$ cat src/rtl/lab3_stim_check.sv
`default_nettype none
// ============================================================================
// Module   : lab3_stim_check
// Brief    : Walks all eight {a,b,c} vectors into the lab logic block and
//            checks x/y against a golden model; reports count/first/pass.
// Revision : 1.0 - initial release
// ============================================================================
module lab3_stim_check #(
    parameter int SETTLE_CYCLES = 1,
    parameter int ERR_W         = 4
) (
    input  logic             clk,
    input  logic             rst,
    input  logic             start,
    output logic             a_o,
    output logic             b_o,
    output logic             c_o,
    input  logic             x_i,
    input  logic             y_i,
    output logic             busy,
    output logic             done,
    output logic             pass,
    output logic [ERR_W-1:0] err_cnt,
    output logic             err_valid,
    output logic [2:0]       first_err_vec
);

    localparam int                 c_CNT_W    = (SETTLE_CYCLES > 1) ? $clog2(SETTLE_CYCLES) : 1;
    localparam logic [c_CNT_W-1:0] c_CNT_LAST = c_CNT_W'(SETTLE_CYCLES - 1);
    localparam logic [ERR_W-1:0]   c_ERR_MAX  = '1;

    typedef enum logic [1:0] {
        S_IDLE  = 2'd0,
        S_HOLD  = 2'd1,
        S_CHECK = 2'd2,
        S_DONE  = 2'd3
    } state_t;

    state_t             r_state;
    logic [2:0]         r_vec;
    logic [c_CNT_W-1:0] r_cnt;

    logic               w_x_exp;
    logic               w_y_exp;
    logic               w_mis;
    logic [ERR_W-1:0]   w_err_next;

    // Golden model; y of the lab block reduces to a & b.
    assign w_x_exp    = ~r_vec[0] ^ (r_vec[2] | r_vec[1]);
    assign w_y_exp    = r_vec[2] & r_vec[1];
    assign w_mis      = (x_i != w_x_exp) || (y_i != w_y_exp);
    assign w_err_next = (w_mis && (err_cnt != c_ERR_MAX)) ? err_cnt + 1'b1 : err_cnt;

    always_ff @(posedge clk or posedge rst) begin
        if (rst) begin
            r_state       <= S_IDLE;
            r_vec         <= 3'd0;
            r_cnt         <= '0;
            {a_o, b_o, c_o} <= 3'b000;
            busy          <= 1'b0;
            done          <= 1'b0;
            pass          <= 1'b0;
            err_cnt       <= '0;
            err_valid     <= 1'b0;
            first_err_vec <= 3'd0;
        end else begin
            done <= 1'b0;
            case (r_state)
                S_IDLE: begin
                    if (start) begin
                        r_vec           <= 3'd0;
                        r_cnt           <= '0;
                        err_cnt         <= '0;
                        err_valid       <= 1'b0;
                        first_err_vec   <= 3'd0;
                        pass            <= 1'b0;
                        {a_o, b_o, c_o} <= 3'b000;
                        busy            <= 1'b1;
                        r_state         <= S_HOLD;
                    end
                end
                S_HOLD: begin
                    if (r_cnt == c_CNT_LAST) begin
                        r_state <= S_CHECK;
                    end else begin
                        r_cnt <= r_cnt + 1'b1;
                    end
                end
                S_CHECK: begin
                    err_cnt <= w_err_next;
                    if (w_mis && !err_valid) begin
                        first_err_vec <= r_vec;
                        err_valid     <= 1'b1;
                    end
                    // Pass uses the count including this final compare so it lines up with done.
                    if (r_vec == 3'd7) begin
                        busy            <= 1'b0;
                        done            <= 1'b1;
                        pass            <= (w_err_next == '0);
                        {a_o, b_o, c_o} <= 3'b000;
                        r_state         <= S_DONE;
                    end else begin
                        r_vec           <= r_vec + 3'd1;
                        r_cnt           <= '0;
                        {a_o, b_o, c_o} <= r_vec + 3'd1;
                        r_state         <= S_HOLD;
                    end
                end
                S_DONE: begin
                    r_state <= S_IDLE;
                end
                default: begin
                    r_state <= S_IDLE;
                end
            endcase
        end
    end

endmodule
`default_nettype wire
$ cat config.mk
export PLATFORM = sky130hd
export DESIGN_NAME = lab3_stim_check
export DESIGN_NICKNAME = d
export VERILOG_FILES = /design/src/rtl/lab3_stim_check.sv
export SDC_FILE = /design/constraint.sdc
export NUM_CORES = 1
export LEC_CHECK = 0
export CORE_UTILIZATION = 45
export CTS_CLUSTER_SIZE = 20
export DETAILED_ROUTE_END_ITERATION = 12
export GPL_ROUTABILITY_DRIVEN = 0
export HOLD_SLACK_MARGIN = 0.08
export PLACE_DENSITY = 0.71
export SYNTH_ARGS = -nofsm -noshare
export SYNTH_HDL_FRONTEND = slang
export SYNTH_SLANG_ARGS = --single-unit
$ cat constraint.sdc
create_clock -name clk -period 4.4 [get_ports clk]
set_input_delay 0.88 -clock clk [delete_from_list [all_inputs] [get_ports clk]]
set_output_delay 0.88 -clock clk [all_outputs]
set_load 0.05 [all_outputs]
======== Word level (Yosys, flattened, before mapping) ========
Index checks and enable logic that the tools add are counted.
storage, ports and cells
  input port bits ......................... 5
  register bits after elaboration ......... 20
cells by class
  bitwise logic cells ..................... 4
  multiplexer cells ....................... 31
  reductions and logical operators ........ 14
  equality and inequality tests ........... 12
  add/subtract/negate cells ............... 3
operator list
  kind                   number
  $mux W1                12
  $pmux W1 S2            6
  $pmux W3 S2            2
  $reduce_and A3 Y1      4
  $ne A2 B2 Y1 const B   5
  $mux W3                3
  $mux W4                2
  $pmux W2 S4            1
  $pmux W4 S2            1
  $mux W2                3
  $add A4 B1 Y4 const B  1
  $eq A2 B2 Y1 const B   2
  $logic_not A4 Y1       1
  $ne A4 B4 Y1 const B   1
  $reduce_and A2 Y1      2
  $add A3 B1 Y3 const B  1
  $eq A3 B3 Y1 const B   1
  $pmux W1 S3            1
  $reduce_bool A3 Y1     1
  $eq A2 B1 Y1 const B   1
  $logic_and A1 B1 Y1    2
  $logic_not A2 Y1       1
  $ne A1 B1 Y1           2
  $reduce_bool A2 Y1     1
  7 further kinds        7

======== Depth between registers and ports, before layout ========
Gate-level depths: netlist of the first run.
  depth after elaboration ................. 9
  depth in mapped cells ................... 6

======== Worst setup path after synthesis of the first run ========
OpenSTA, ideal clock, no wires.
  kind .................................... input-to-reg
  from .................................... input port y_i
  to ...................................... register pass
  setup slack ............................. 2,467 ps
  stages on the path ...................... 6
  arrival time ............................ 1,808 ps
  setup time .............................. 126 ps
  cell sequence ........................... xnor2_1 -> a21oi_2 -> o21ai_2 -> nor3b_1 -> o311ai_1 -> o21ai_1
on the way
  longest elaborated chain between the ends .. 7
RTL lines
  item                  line  text
  from (decl)           19    input logic y_i,
  $ne A1 B1 Y1          51    assign w_mis = (x_i != w_x_exp) || (y_i != w_y_exp);
  $logic_or A1 B1 Y1    51
  $logic_and A1 B1 Y1   52    assign w_err_next = (w_mis && (err_cnt != c_ERR_MAX)) ? err_cnt + 1'b1 : err_cnt;
  $mux W4               52
  $logic_not A4 Y1      99    pass <= (w_err_next == '0);
  $mux W1               96    if (r_vec == 3'd7) begin
  $pmux W1 S2           68    case (r_state)
  to (signal assigned)  99
  to (decl)             22    output logic pass,
Every way passes these cells. The select of a mux whose other input is x is not followed.
A chain may end at the register's enable or synchronous reset.

======== Worst setup path after layout of the first run ========
  from .................................... register err_cnt[2]
  to ...................................... output port err_cnt[2]
RTL lines
  item                    line  text
  from (decl)             23    output logic [ERR_W-1:0] err_cnt,
  from (signal assigned)  90    err_cnt <= w_err_next;
No word-level cell between the ends.

==> run summary, run 1 <==
Sequential share of power: 36.9%
CTS root buf: clkbuf_4
Global-route wire length before repair: 3070 um
Clk pin slew, worst setup/hold paths: 0.11 ns
Vias in the first global route: 683
Peak VDD IR: 416 uV
Worst slew pin tran: 0.720 ns
Crit-path max FO: 7
P per Cell Area: 662 nW/um2
Routed via count: 749
Buffers & Inverters on Critical Path: 1
Synth unique cells: 28
Top cell type's share of synthesized area: 52.1%
RSZ-0062 raised after global routing: false
Register area: 475 um2
Final period utilization: 56.7%
DRC Markers: 0
Port Buffers: 18
Remaining antenna violation count: 0
Total of warnings raised by yosys: 0
CP required: 3.52 ns
WP data arrival: 1.61 ns
CP Capture Type: output port
Synth area leader: dfrtp_1
Filler cell count: 193
Worst slew margin: 51.9%
Die span in x: 47.0 um
Hold Buf Count CTS: 0
Post-detailed-route wirelength per cell: 13.9 um
Die H: 47.0 um
Vias per inst: 5.43
Layout area overhead: 26.1%
CTS tree: done
Fraction of layout cells with a size suffix above 1: 7.96%
Post-CTS setup buffers: 0
Worst-Skew Late Latency: 0.30 ns
Combinational power share: 51.4%
# IOs: 19
DPL Wire Length: 1450 um
Largest net degree at the start of global routing: 20
Initial antenna violation count: 0
Worst Skew: 0.00586 ns
Grt total ovfl: 0
Synth area leaders: dfrtp_1 (52%), nand2_1 (8.2%), a21o_1 (4.9%)
Syn avg cell area: 10.0 um2
Clock Power Share: 11.6%
DRT met1 WL: 896 um
WL met3: 72 um
Initial core utilization: 50.1%
Num rows: 15
Hold Path Class: register to register
Leak pwr: 0.000555 uW
Setup TNS Final: 0 ns
Status: completed
Pre-antenna DRT Iters: 4
Syn Std Cell Area: 912 um2
Die ar.: 2210 um2
Gate Count Post-Synth: 91
Initial drt markers: 14
Final WS setup: 1.91 ns
Post-CTS Resized: 0
Cell family with most CP delay: buffers and inverters
Sw Ratio: 47.4%
Seq cells post-synth: 19
CTS Buf Count: 3
Detailed Route WL: 1920 um
Critical path's slowest cell: clkdlybuf4s50_1
Max frequency: 401 MHz
Sequential fraction of the synthesis area: 52.1%
CTS HTree Levels: 1
Area of the multi-input gates: 418 um2
Placeable Area: 1820 um2
Critical path class: register to output port
Place WS: 1.86 ns
Count of final hold-check violations: 0
Crit path launch type: register
Clock sink total: 19
CTS max path bufs: 2
Slowest stage delay, CP: 0.84 ns
Final min period: 2.49 ns
GR Util All Layers: 20.8%
Ant. Diodes: 0
Final number of setup-violating endpoints: 0
Sw Pwr: 361 uW
Wire length on met2: 908 um
Final #Nets: 122
Max layer used: met4
Power Internal: 401 uW
Slew Limit Fails: 0
CP Cell Sequence: clkdlybuf4s50_1
Syn nets: 99
Max-Cap Viols: 0
==> routing by layer <==
| layer | vias up | track usage, % |
|---|---|---|
| met5 | - | 0 |
| met4 | 0 | 14.9 |
| met3 | 5 | 3.46 |
| met2 | 21 | 31.1 |
| met1 | 359 | 27.2 |
| li1 | 364 | - |
==> kinds of logic after synthesis <==
group	share of synthesized area, %
AOI/OAI and AO/OA	18.0
and+or+nand+nor	18.9
DFF	52.1
adders and majority gates	4.12
xor gates and xnor gates	3.70
buffers and inverters	2.06
muxes	1.10
==> worst register-to-register path: stages, from the launching register on <==
cell and delay, ns:
dfrtp_1 0.46, nor3b_1 0.28, a21oi_2 0.08, o21ai_2 0.26, nor3b_1 0.26, o311ai_1 0.13
o21ai_1 0.13
==> final cells by class <==
class                   instances  share of cell area, %
well taps                      25                   2.72
flip-flops and latches         19                   41.3
inverters                       5                   1.63
repair buffers                 18                   15.7
clock buffers                   4                   2.29
multi-input cells              67                   36.3
==> layout by cell type (no fill, tap or decap), drive strengths merged, types with 2 or more instances in the layout <==
cell type / instances
xor2: 2
nor4: 2
nor3: 3
nor3b: 3
nand2: 21
nand3: 2
inv: 5
ha: 3
clkbuf: 4
a21oi: 3
nor2: 2
o31ai: 3
clkdlybuf4s50: 18
dfrtp: 19
o21ai: 9
o211ai: 2
a21o: 6
==> Yosys cell counts (all sizes together) <==
| cell type | count |
|---|---|
| ha | 3 |
| nor4 | 2 |
| mux2i | 1 |
| dfrtp | 19 |
| xnor2 | 1 |
| and3 | 1 |
| a21o | 6 |
| nand3 | 2 |
| a21oi | 3 |
| nor3b | 3 |
| nand2b | 1 |
| nand2 | 21 |
| o311ai | 1 |
| nor2b | 1 |
| o21ai | 9 |
| nor3 | 3 |
| o211ai | 2 |
| nor2 | 2 |
| xor2 | 2 |
| o31ai | 3 |
| inv | 5 |
==> power groups by stage <==
stage	sequential, uW	combinational, uW	clock, uW
after CTS	281	392	91.0
final	281	392	88.6
after detailed placement	285	391	0
after global routing	291	421	96.9
after floorplan	394	162	0
after global placement	282	382	0
==> metrics by stage <==
stage | area [um2] | hold slack [ns] | utilization, % | std cells | power (uW)
5_1_grt | 1150 | 0.517 | 63.2 | 138 | 809
3_5_place_dp | 1120 | 0.465 | 61.7 | 134 | 676
4_1_cts | 1150 | 0.491 | 63.2 | 138 | 765
2_1_floorplan | 912 | 0.483 | - | 91 | 556
6_report | 1150 | 0.486 | 63.2 | 138 | 762
3_3_place_gp | 1120 | 0.460 | 61.7 | 134 | 664
==> worst paths after layout <==
| kind | slack [ns] | end | startpoint | cells after the start |
|---|---|---|---|---|
| setup / recovery | 1.91 | err_cnt[2] | err_cnt[2] | 1 |
| hold / removal | 0.49 | busy | busy | 2 |
| setup reg to reg | 2.71 | pass | r_vec[2] | 6 |
| hold reg to reg | 0.49 | busy | busy | 2 |
| max in group asynchronous | 2.95 | err_valid | rst | 2 |
| min in group asynchronous | 1.00 | err_cnt[3] | rst | 2 |
==> sequential cells by signal, summed over array words and instances, names as in the netlist <==
register,flops
a_o,1
first_err_vec,3
done,1
r_vec,3
b_o,1
pass,1
busy,1
c_o,1
err_cnt,4
err_valid,1
r_state,2
Power figures use the tool's default switching activity.
==> run 2: changes to the inputs <==
Settings changed: CORE_UTILIZATION 45 to 44, PLACE_DENSITY 0.71 to 0.72.
Clock period 4.4 ns to 2.1 ns, I/O delays scaled along.
==> run 2 against run 1 <==
The flow now finishes with violations (design-rule violations); final cell count grew 3.6%; worst setup slack lost 1.8 ns; final area increased by 2.4%; critical path depth is the same; sequential power up 110%; non-clock buffer count rose by 3; critical path type unchanged; largest cell class unchanged.
==> run summary, run 2 (synthesized netlist as in run 1, its figures left out) <==
Crit. path cell count: 1 (unchanged)
Status: finished, violations left
Final #Nets: 125 (+2.5%)
Filler cell count: 190 (-1.6%)
RSZ-0062 raised after global routing: false
Crit path launch type: register
Die ar.: 2260 um2 (+2.2%)
P per Cell Area: 1360 nW/um2 (+100%)
Detailed Route WL: 1830 um (-4.9%)
Count of final hold-check violations: 0 (unchanged)
WP data arrival: 1.59 ns (-0.02 ns)
Max frequency: 498 MHz
CTS Buf Count: 3 (unchanged)
Num rows: 16 (+1)
Post-CTS setup buffers: 0 (unchanged)
CTS root buf: clkbuf_4
Launching point of the worst reg2reg path: r_vec[2]
Slew Limit Fails: 0 (unchanged)
Leak pwr: 0.000589 uW (+6.0%)
Die H: 47.5 um (+1.1%)
Grt total ovfl: 0 (unchanged)
Critical path's slowest cell: clkdlybuf4s50_1
Die span in x: 47.5 um (+1.1%)
Clock sink total: 19 (unchanged)
Peak VDD IR: 824 uV (+98%)
Vias per inst: 5.34 (-1.7%)
CTS HTree Levels: 1 (unchanged)
Routed via count: 763 (+1.9%)
Final core utilization: 60.0% (-3.1 points)
Final period utilization: 95.6%
Worst reg2reg path endpoint: pass
Worst slew pin tran: 0.498 ns (-0.222 ns)
Worst setup startpoint: err_cnt[0]
Pre-antenna DRT Iters: 8 (+4)
Critical path class: register to output port
Max FFs per register: 4 (unchanged)
Remaining antenna violation count: 0 (unchanged)
Worst reg2reg setup slack: 0.42 ns (-2.29 ns)
Worst slew margin: 66.7% (+15 points)
Ant. Diodes: 0 (unchanged)
Clk pin slew, worst setup/hold paths: 0.10 ns (about the same)
DRC Markers: 1 (+1)
Failing checks: design-rule violations
Buffers & Inverters on Critical Path: 1 (unchanged)
Placeable Area: 1960 um2 (+7.8%)
# IOs: 19 (unchanged)
Initial core utilization: 46.5% (-3.6 points)
GR Util All Layers: 18.3% (-2.4 points)
Top reg by flops: err_cnt
Hold Buf Count CTS: 0 (unchanged)
FF-to-FF path depth: 6 (unchanged)
Worst-Skew Late Latency: 0.30 ns (about the same)
Final number of setup-violating endpoints: 0 (unchanged)
Port Buffers: 18 (unchanged)
Layout area overhead: 29.1%
Vias in the first global route: 681 (-0.29%)
Setup TNS Final: 0 ns (unchanged)
DPL Wire Length: 1380 um (-4.9%)
Global-route wire length before repair: 2840 um (-7.4%)
Cell family with most CP delay: buffers and inverters
CTS max path bufs: 2 (unchanged)
CP Capture Type: output port
Initial drt markers: 10 (-4)
Post-detailed-route wirelength per cell: 12.8 um (-8.2%)
Crit-path max FO: 6 (-1)
Worst Skew: 0.00456 ns (-0.00130 ns)
Most frequent cells in the layout: nand2_1 (20), dfrtp_1 (19), clkdlybuf4s50_1 (17), a21o_1 (6)
Slowest stage delay, CP: 0.84 ns (about the same)
CP Cell Sequence: clkdlybuf4s50_1
CTS tree: done
Largest net degree at the start of global routing: 20 (unchanged)
Largest registers: err_cnt x4, first_err_vec x3, r_vec x3
CP required: 1.68 ns (-1.84 ns)
Initial antenna violation count: 0 (unchanged)
Post-CTS Resized: 0 (unchanged)
Final min period: 2.01 ns
Max-Cap Viols: 0 (unchanged)
Most common cell after layout, fill and taps aside: nand2_1
Fraction of layout cells with a size suffix above 1: 10.3% (+2.4 points)
Worst Setup EP: err_cnt[0]
Hold Path Class: input port to async pin
==> run 2: cell types whose count changed in the layout (fill, tap and decap cells not counted), sizes merged <==
cell / before / now
buf: 0 / 3
clkdlybuf4s50: 18 / 17
dlymetal6s2s: 0 / 1
==> run 2: power breakdown <==
group          switching [uW]  leakage (uW)  internal [uW]
combinational             522      0.000326            301
clock                     108     0.0000150           74.0
sequential                117      0.000247            476
==> run 2: metal layers <==
metal	track usage, %	wire length, um	share of wire (%)	up-vias
li1	-	-	-	372
met1	23.1	833	46	373
met2	30.7	900	49	14
met3	3.40	64	3.5	4
met4	8.33	28	1.5	0
met5	0	0	0	-
==> run 2: worst register-to-register path: stages (launching register included) <==
cell and delay [ns]:
dfrtp_1 0.46, nor3b_1 0.28, a21oi_2 0.09, o21ai_2 0.27, nor4_1 0.09, o311ai_1 0.31, o21ai_1 0.09
==> run 2: per-stage QoR <==
stage	hold WS [ns]	std cells	cell area [um2]	power [uW]	setup WS (ns)
6_report	0.443	143	1180	1600	0.0919
3_5_place_dp	0.469	139	1150	1420	0.00511
2_1_floorplan	0.371	91	912	1160	0.443
4_1_cts	0.457	143	1170	1610	0.0602
3_3_place_gp	0.459	139	1150	1400	0.0861
5_1_grt	0.457	143	1180	1700	0.0203
==> run 2: cell type report <==
class                           count  area [um2]  share of cell area (%)
Multi-Input combinational cell     67         418                    35.5
Sequential cell                    19         475                    40.4
Timing Repair Buffer               21         205                    17.4
Inverter                            5        18.8                    1.59
Clock buffer                        4        26.3                    2.23
Tap cell                           27        33.8                    2.87
==> run 2: how the worst min path moves through the flow <==
stage | to | slack [ns] | startpoint | depth (start not counted)
after global routing | pass | 0.46 | rst | 3
after detailed placement | a_o | 0.47 | a_o | 2
after floorplan | a_o | 0.37 | rst | 1
final | err_cnt[0] | 0.44 | rst | 3
after global placement | busy | 0.46 | busy | 2
after CTS | r_state[1] | 0.46 | rst | 3
